File: config.mk
export PLATFORM = sky130hd
export DESIGN_NAME = result_to_ascii
export DESIGN_NICKNAME = d
export VERILOG_FILES = /design/src/rtl/result_to_ascii.sv
export SDC_FILE = /design/constraint.sdc
export NUM_CORES = 1
export LEC_CHECK = 0
export CELL_PAD_IN_SITES_DETAIL_PLACEMENT = 1
export CELL_PAD_IN_SITES_GLOBAL_PLACEMENT = 1
export CORE_MARGIN = 2
export CORE_UTILIZATION = 41
export CTS_CLUSTER_SIZE = 12
export DETAILED_ROUTE_END_ITERATION = 6
export PLACE_DENSITY_LB_ADDON = 0.1
export SLEW_MARGIN = 20
export SYNTH_ARGS = -nofsm -noshare
export SYNTH_HDL_FRONTEND = slang
export SYNTH_SLANG_ARGS = --single-unit
File: constraint.sdc
create_clock -name clk -period 3.65 [get_ports clk]
set_input_delay 0.9125 -clock clk [delete_from_list [all_inputs] [get_ports clk]]
set_output_delay 0.9125 -clock clk [all_outputs]
set_load 0.05 [all_outputs]
File: src/rtl/result_to_ascii.sv
// ============================================================================
// result_to_ascii
// ----------------------------------------------------------------------------
// Renders a signed two's-complement result as an ASCII hex string, one
// character per output handshake: an optional '-', then the hex magnitude,
// most significant digit first, with leading zeros suppressed (zero -> "0").
// Digits 10-15 are emitted in lowercase.
//
// Optional feature (macro ASCII_TERM_EN):
//   defined   -> every string is followed by a '=' terminator, and only the
//                terminator carries out_last.
//   undefined -> the last digit carries out_last.
//
// Ports:
//   clk        in   sole clock, rising edge
//   rst_n      in   asynchronous active-low reset
//   in_valid   in   in_data is offered
//   in_ready   out  block can accept a result (IDLE only)
//   in_data    in   DATA_W-bit signed result
//   out_valid  out  ascii_out holds a character
//   out_ready  in   sink accepts the character
//   ascii_out  out  ASCII character code
//   out_last   out  current character ends the string
//   busy       out  conversion in progress (equals out_valid)
// ============================================================================
module result_to_ascii #(
    parameter int DATA_W = 16
) (
    input  logic              clk,
    input  logic              rst_n,
    input  logic              in_valid,
    output logic              in_ready,
    input  logic [DATA_W-1:0] in_data,
    output logic              out_valid,
    input  logic              out_ready,
    output logic [7:0]        ascii_out,
    output logic              out_last,
    output logic              busy
);

    localparam int NIB   = DATA_W / 4;
    localparam int IDX_W = $clog2(NIB);
    localparam logic [DATA_W-1:0] ONE = 1;

`ifdef ASCII_TERM_EN
    typedef enum logic [1:0] {IDLE, SIGN, DIGIT, TERM} state_t;
`else
    typedef enum logic [1:0] {IDLE, SIGN, DIGIT} state_t;
`endif

    state_t            state;
    state_t            state_next;
    logic [DATA_W-1:0] mag;
    logic [IDX_W-1:0]  idx;

    logic [DATA_W-1:0] mag_in;
    logic [IDX_W-1:0]  lead_idx;
    logic [3:0]        cur_nib;
    logic              accept;
    logic              out_fire;

    assign accept   = in_valid && (state == IDLE);
    assign out_fire = out_valid && out_ready;

    // The magnitude is taken as an unsigned DATA_W-bit value, so the most
    // negative input negates onto itself and prints as e.g. "-8000".
    assign mag_in = in_data[DATA_W-1] ? (~in_data + ONE) : in_data;

    // Highest nonzero nibble of the incoming magnitude; a zero result leaves
    // index 0 so exactly one '0' digit is printed.
    always_comb begin
        lead_idx = '0;
        for (int i = 0; i < NIB; i++) begin
            if (mag_in[i*4 +: 4] != 4'd0) begin
                lead_idx = i[IDX_W-1:0];
            end
        end
    end

    // Nibble currently pointed at by the digit index.
    always_comb begin
        cur_nib = 4'd0;
        for (int i = 0; i < NIB; i++) begin
            if (idx == i[IDX_W-1:0]) begin
                cur_nib = mag[i*4 +: 4];
            end
        end
    end

    // State register.
    always_ff @(posedge clk or negedge rst_n) begin
        if (!rst_n) begin
            state <= IDLE;
        end else begin
            state <= state_next;
        end
    end

    // Datapath registers: captured on acceptance, index walks down on each
    // digit handshake.
    always_ff @(posedge clk or negedge rst_n) begin
        if (!rst_n) begin
            mag <= '0;
            idx <= '0;
        end else if (accept) begin
            mag <= mag_in;
            idx <= lead_idx;
        end else if (state == DIGIT && out_fire && idx != '0) begin
            idx <= idx - 1'b1;
        end
    end

    // Next-state logic.
    always_comb begin
        state_next = state;
        case (state)
            IDLE: begin
                if (in_valid) begin
                    state_next = in_data[DATA_W-1] ? SIGN : DIGIT;
                end
            end
            SIGN: begin
                if (out_ready) begin
                    state_next = DIGIT;
                end
            end
            DIGIT: begin
                if (out_ready && idx == '0) begin
`ifdef ASCII_TERM_EN
                    state_next = TERM;
`else
                    state_next = IDLE;
`endif
                end
            end
`ifdef ASCII_TERM_EN
            TERM: begin
                if (out_ready) begin
                    state_next = IDLE;
                end
            end
`endif
            default: state_next = IDLE;
        endcase
    end

    // Outputs are pure functions of registered state, so they hold stable
    // while the sink stalls.
    always_comb begin
        in_ready  = (state == IDLE);
        out_valid = (state != IDLE);
        busy      = (state != IDLE);
        ascii_out = 8'd0;
        out_last  = 1'b0;
        case (state)
            SIGN: ascii_out = 8'd45;
            DIGIT: begin
                if (cur_nib < 4'd10) begin
                    ascii_out = 8'd48 + {4'd0, cur_nib};
                end else begin
                    ascii_out = 8'd87 + {4'd0, cur_nib};
                end
`ifndef ASCII_TERM_EN
                out_last = (idx == '0);
`endif
            end
`ifdef ASCII_TERM_EN
            TERM: begin
                ascii_out = 8'd61;
                out_last  = 1'b1;
            end
`endif
            default: begin
                ascii_out = 8'd0;
                out_last  = 1'b0;
            end
        endcase
    end

endmodule

=== Word-level counts from Yosys, hierarchy flattened ===
Cells that the tools add are included.
W data, S select, Z words.

* Input bits: 20
* Memory bits (writable): 0
* Latch bits: 0
* ROM bits: 0
* Memories: 0
* Flip-flop bits (word level): 20

* Divide/modulo/power cells: 0
* Muxes and demuxes: 18
* Bitwise logic cells: 1
* Equal/unequal tests: 8
* Order comparisons: 1
* Reduce and logical (&&, ||, !) cells: 14
* $add $sub $neg: 4
* Multipliers: 0
* Shifts and indexed selects: 0

{| class="wikitable"
|+ Operator list
! operator !! count
|-
| $add A16 B1 Y16 const B || 1
|-
| $mux W16 || 1
|-
| $mux W2 || 8
|-
| $mux W4 || 4
|-
| $not A16 Y16 || 1
|-
| $pmux W8 S2 || 1
|-
| $reduce_bool A4 Y1 || 3
|-
| $add A7 B4 Y8 const A || 1
|-
| $mux W8 || 1
|-
| $add A6 B4 Y7 const A || 1
|-
| $eq A2 B2 Y1 const B || 3
|-
| $pmux W2 S3 || 1
|-
| $reduce_bool A2 Y1 || 3
|-
| $logic_and A1 B1 Y1 || 5
|-
| $eq A2 B1 Y1 const B || 2
|-
| $logic_not A2 Y1 || 2
|-
| $lt A4 B4 Y1 const B || 1
|-
| $ne A2 B2 Y1 const B || 2
|-
| $reduce_and A3 Y1 || 1
|-
| $mux W1 || 2
|-
| $ne A2 B1 Y1 const B || 1
|-
| $sub A2 B1 Y2 const B || 1
|}

=== Depth between registers and ports, before layout ===
* Depth in word-level cells: 8
* Depth in mapped cells: 9
* Gate-level depth less buffers: 9

=== Worst setup path before layout ===
OpenSTA, ideal clock, no wires.

* Kind: register to output
* Start: reg idx[0]
* End: out ascii_out[1]
* Cell stages (with the launch flop): 8
* Path slack: 0.097 ns
* Arrival time: 2.641 ns
* Path through: dfrtp_1 inv_1 ha_1 nor2b_1 o21ai_0 nand2_1 ha_1 a221oi_1

* Word-level cells in the longest chain between the ends: 8
* Elaborated cells between the ends (all ways): 13
* Those cells by class: add/sub: 2; order compare: 1; eq/ne: 3; mux: 6; reduce/logical: 1

{| class="wikitable"
|+ RTL lines
! what !! line !! text
|-
| start: declaration || 54 || <nowiki>logic [IDX_W-1:0] idx;</nowiki>
|-
| start signal: assignment || 107 || <nowiki>idx <= lead_idx;</nowiki>
|-
| start signal: assignment || 109 || <nowiki>idx <= idx - 1'b1;</nowiki>
|-
| $logic_not A2 Y1 || 84 || <nowiki>if (idx == i[IDX_W-1:0]) begin</nowiki>
|-
| $mux W4 (3 in a row) || 84 ||
|-
| $mux W4 (*) || 84 ||
|-
| $add A7 B4 Y8 (tied with other cells) || 161 || <nowiki>ascii_out = 8'd87 + {4'd0, cur_nib};</nowiki>
|-
| $mux W8 (*) || 158 || <nowiki>if (cur_nib < 4'd10) begin</nowiki>
|-
| $pmux W8 S2 (*) || 155 || <nowiki>case (state)</nowiki>
|-
| end: declaration || 36 || <nowiki>output logic [7:0] ascii_out,</nowiki>
|}

Mark *: on every way between the ends. The rest lies on a longest branch, timed or not.

=== Worst setup path after layout ===
* Start: reg idx[0]
* End: out ascii_out[0]

The elaborated chain is that of the path after synthesis.

==> results.txt <==
----------------------------------------------------
[Outcome]
  Run status ... completed

[Global routing]
  Number of antenna violations at the first check in global routing ... 0
  Global-route wire length before repair ... 7060 um
  Global-route usage over all layers ... 20.8%
  Maximum number of pins on one net before global-route repair ... 31
  Gr ovfl total ... 0
  Number of global-route vias before repair ... 1554

[Worst setup path]
  Critical Path End ... ascii_out[0]
  Worst R2R End ... idx[0]
  Worst r2r src ... state[0]
  Endpoint required time on the critical path ... 2.74 ns
  Data arrival time of the worst path ... 2.48 ns
  Beginning of the critical path ... idx[0]
  WS Path Type ... reg -> out
  Critical Path Sink Type ... output port
  Logic depth of the worst register-to-register path ... 8
  CP max FO ... 7
  Kind of start point of the critical path ... flip-flop
  Reg2reg setup slack ... 1.79 ns

[Yosys]
  Register area share after synthesis ... 30.9%
  Post-synthesis instance area ... 1620 um2
  Syn Nets ... 231
  Most frequent cells after synthesis ... 38 x sky130_fd_sc_hd__nand2_1, 23 x sky130_fd_sc_hd__o21ai_0, 20 x sky130_fd_sc_hd__dfrtp_1, 12 x sky130_fd_sc_hd__a21oi_1, 12 x sky130_fd_sc_hd__inv_1
  Post-synth EDFFs ... 0
  Yosys reg bits ... 20
  Prevailing post-synth register cell ... sky130_fd_sc_hd__dfrtp_1
  Area share of the largest cell type after synthesis ... 30.9%
  Synthesis Warnings ... 0
  Average footprint of a synthesized cell ... 8.01 um2
  Asr flop ratio synth ... 100%
  Most common cell in the synthesized netlist ... sky130_fd_sc_hd__nand2_1
  Post-Syn Instances ... 202
  Count of distinct cell types in the synthesized netlist ... 45
  Cell type with the largest total area after synthesis ... sky130_fd_sc_hd__dfrtp_1
  Largest cells by area after synthesis ... sky130_fd_sc_hd__dfrtp_1 31%, sky130_fd_sc_hd__nand2_1 8.8%, sky130_fd_sc_hd__o21ai_0 7.1%

[Die]
  Die extent in y ... 66.8 um
  Cell Rows ... 22
  Effective utilization at floorplan ... 43.5%
  Top Ports ... 32
  Die footprint ... 4460 um2
  DIE WIDTH ... 66.8 um
  Core Area ... 3720 um2

[Drt]
  Post-detailed-route count of antenna-violating nets ... 0
  Via count ... 1527
  Vias per cell ... 5.51
  Violation count after the first detailed-routing iteration ... 67
  Number of DRC violations after detailed routing ... 0
  Routed wire length ... 4310 um
  Routed len/inst ... 15.6 um
  Pre-antenna DRT Iters ... 4

[Clock tree]
  CTS H-tree depth ... 1
  Clock slew at the register clock pins of the worst setup and hold paths ... 0.08 ns
  Number of setup buffers added after CTS ... 0
  TritonCTS clock tree ... yes
  Clock root buffer master ... sky130_fd_sc_hd__clkbuf_8
  Clock net sink count ... 20
  Clock network latency to the later pin of the worst-skew pair ... 0.26 ns
  TritonCTS Buffers ... 3
  Worst-case clock buffer depth ... 2

[STA]
  Final hold violation count ... 0
  Achievable Freq ... 295 MHz
  Worst max-slew margin expressed relative to the limit ... 39.1%
  Worst Skew ... 0.00128 ns
  Setup violations, final ... 0
  Setup repair after global routing missed its margin ... no
  Final max-slew violation count ... 0
  Setup ws final ... 0.255 ns
  Period minus WS final ... 3.39 ns
  Total negative slack for setup checks ... 0 ns
  Post-route fraction of the period consumed by the critical path ... 93.0%
  Slew at the pin with the worst max-slew slack ... 0.911 ns

[Placed design]
  Final weighted congestion of routability-driven global placement ... 0.798
  Quantity of I/O buffers inserted on ports ... 30
  Cell total after placement ... 273
  Post-DP Area ... 1950 um2
  Post-Place Worst Slack ... 0.122 ns
  DP Wirelength ... 3430 um

[Cells and area]
  Layout cells sized above 1 ... 8.30%
  Number of non-filler instances in the completed layout ... 277
  Area used by sequential logic in the layout ... 500 um2
  Number of filler cells placed in the layout ... 461
  Area of combinational cells with multiple inputs ... 1020 um2
  Area grow syn2layout ... 24.7%
  Number of antenna cells inserted ... 0
  Final #Nets ... 259
  Cell area after layout ... 2020 um2

[Run]
  Max Cap Violations ... 0

[Min path]
  Worst hold path type ... reg -> reg

[Power and ir drop]
  PwrDens ... 863 nW/um2
  Pleak ... 0.874 nW
  Peak ir drop on the vdd network ... 292 uV

----------------------------------------------------
## worst min path at each step
stage          depth (start not counted)       to    start
3_3_place_gp                           2   mag[1]   mag[1]
4_1_cts                                1   mag[9]   mag[9]
6_report                               2   mag[5]   mag[5]
2_1_floorplan                          2  mag[10]  mag[10]
5_1_grt                                1   mag[9]   mag[9]
3_5_place_dp                           1   mag[9]   mag[9]
## routing by layer
metal / vias up / global-route usage [%] / routed length (um)
li1: 769 / - / -
met1: 722 / 25.0 / 2000
met2: 29 / 38.9 / 2130
met3: 7 / 1.69 / 122
met4: 0 / 6.63 / 62
met5: - / 0 / 0
## placed cells by master (no fill, tap or decap), types with 2 or more instances in the layout
cell type,instances
sky130_fd_sc_hd__o31ai_1,7
sky130_fd_sc_hd__nand2_1,38
sky130_fd_sc_hd__o21ai_0,23
sky130_fd_sc_hd__nor2b_1,4
sky130_fd_sc_hd__inv_1,12
sky130_fd_sc_hd__a22o_1,2
sky130_fd_sc_hd__clkbuf_8,3
sky130_fd_sc_hd__o21a_1,3
sky130_fd_sc_hd__xor2_1,9
sky130_fd_sc_hd__ha_1,9
sky130_fd_sc_hd__clkdlybuf4s50_1,24
sky130_fd_sc_hd__xnor2_1,5
sky130_fd_sc_hd__o211ai_1,2
sky130_fd_sc_hd__o41ai_1,3
sky130_fd_sc_hd__buf_4,9
sky130_fd_sc_hd__a32o_1,2
sky130_fd_sc_hd__and2_1,3
sky130_fd_sc_hd__or3_1,4
sky130_fd_sc_hd__or4_1,2
sky130_fd_sc_hd__nor2_1,8
sky130_fd_sc_hd__dfrtp_1,20
sky130_fd_sc_hd__a21oi_1,12
## cells by family after synthesis
logic type | Yosys count | share of synthesized area, %
fa+ha+maj | 9 | 6.96
compound gates | 64 | 25.9
flops | 20 | 30.9
xor+xnor | 14 | 7.58
mux | 1 | 0.619
other cells | 1 | 0.232
buf+inv | 24 | 6.26
simple gates | 69 | 21.5
## power by group
group          switching [mW]  total [mW]  leakage (nW)  internal, mW
Clock                  0.0780       0.224        0.0357         0.146
Sequential             0.0691       0.394         0.243         0.325
Combinational           0.736        1.12         0.595         0.387
Total                   0.883        1.74         0.874         0.859
## through the flow
step | hold WS [ns] | power (mW) | utilization [%]
final | 0.497 | 1.74 | 54.3
after CTS | 0.501 | 1.74 | 54.3
after global placement | 0.473 | 1.45 | 52.5
after detailed placement | 0.483 | 1.52 | 52.5
after global routing | 0.520 | 1.86 | 54.3
after floorplan | 0.446 | 1.19 | -
## flip-flops by register name, summed over array words and instances (netlist names)
register and flops:
idx 2, state 2, mag 16
## what timing repair did
action                                  in CTS  in global routing
hold buffers                                 0                  0
resized for setup                            1                  4
cloned                                       0                  0
endpoints found under the setup margin       1                  3
## layout make-up
cell class                      instances  area share (%)
Inverter                               12            2.23
Clock inverter                          1            1.49
Timing Repair Buffer                   35            16.1
Sequential cell                        20            24.8
Clock buffer                            3            2.05
Tap cell                               48            2.98
Multi-Input combinational cell        158            50.3
## critical path: stages, from the launching register on
cell and delay [ns]:
sky130_fd_sc_hd__dfrtp_1 0.44, sky130_fd_sc_hd__inv_1 0.11, sky130_fd_sc_hd__ha_1 0.31, sky130_fd_sc_hd__nand2_1 0.11, sky130_fd_sc_hd__o21ai_0 0.16, sky130_fd_sc_hd__a22o_1 0.28
sky130_fd_sc_hd__a21boi_1 0.33, sky130_fd_sc_hd__xnor2_1 0.17, sky130_fd_sc_hd__o21a_1 0.13, sky130_fd_sc_hd__buf_4 0.19
(Power assumes the default switching activity.)
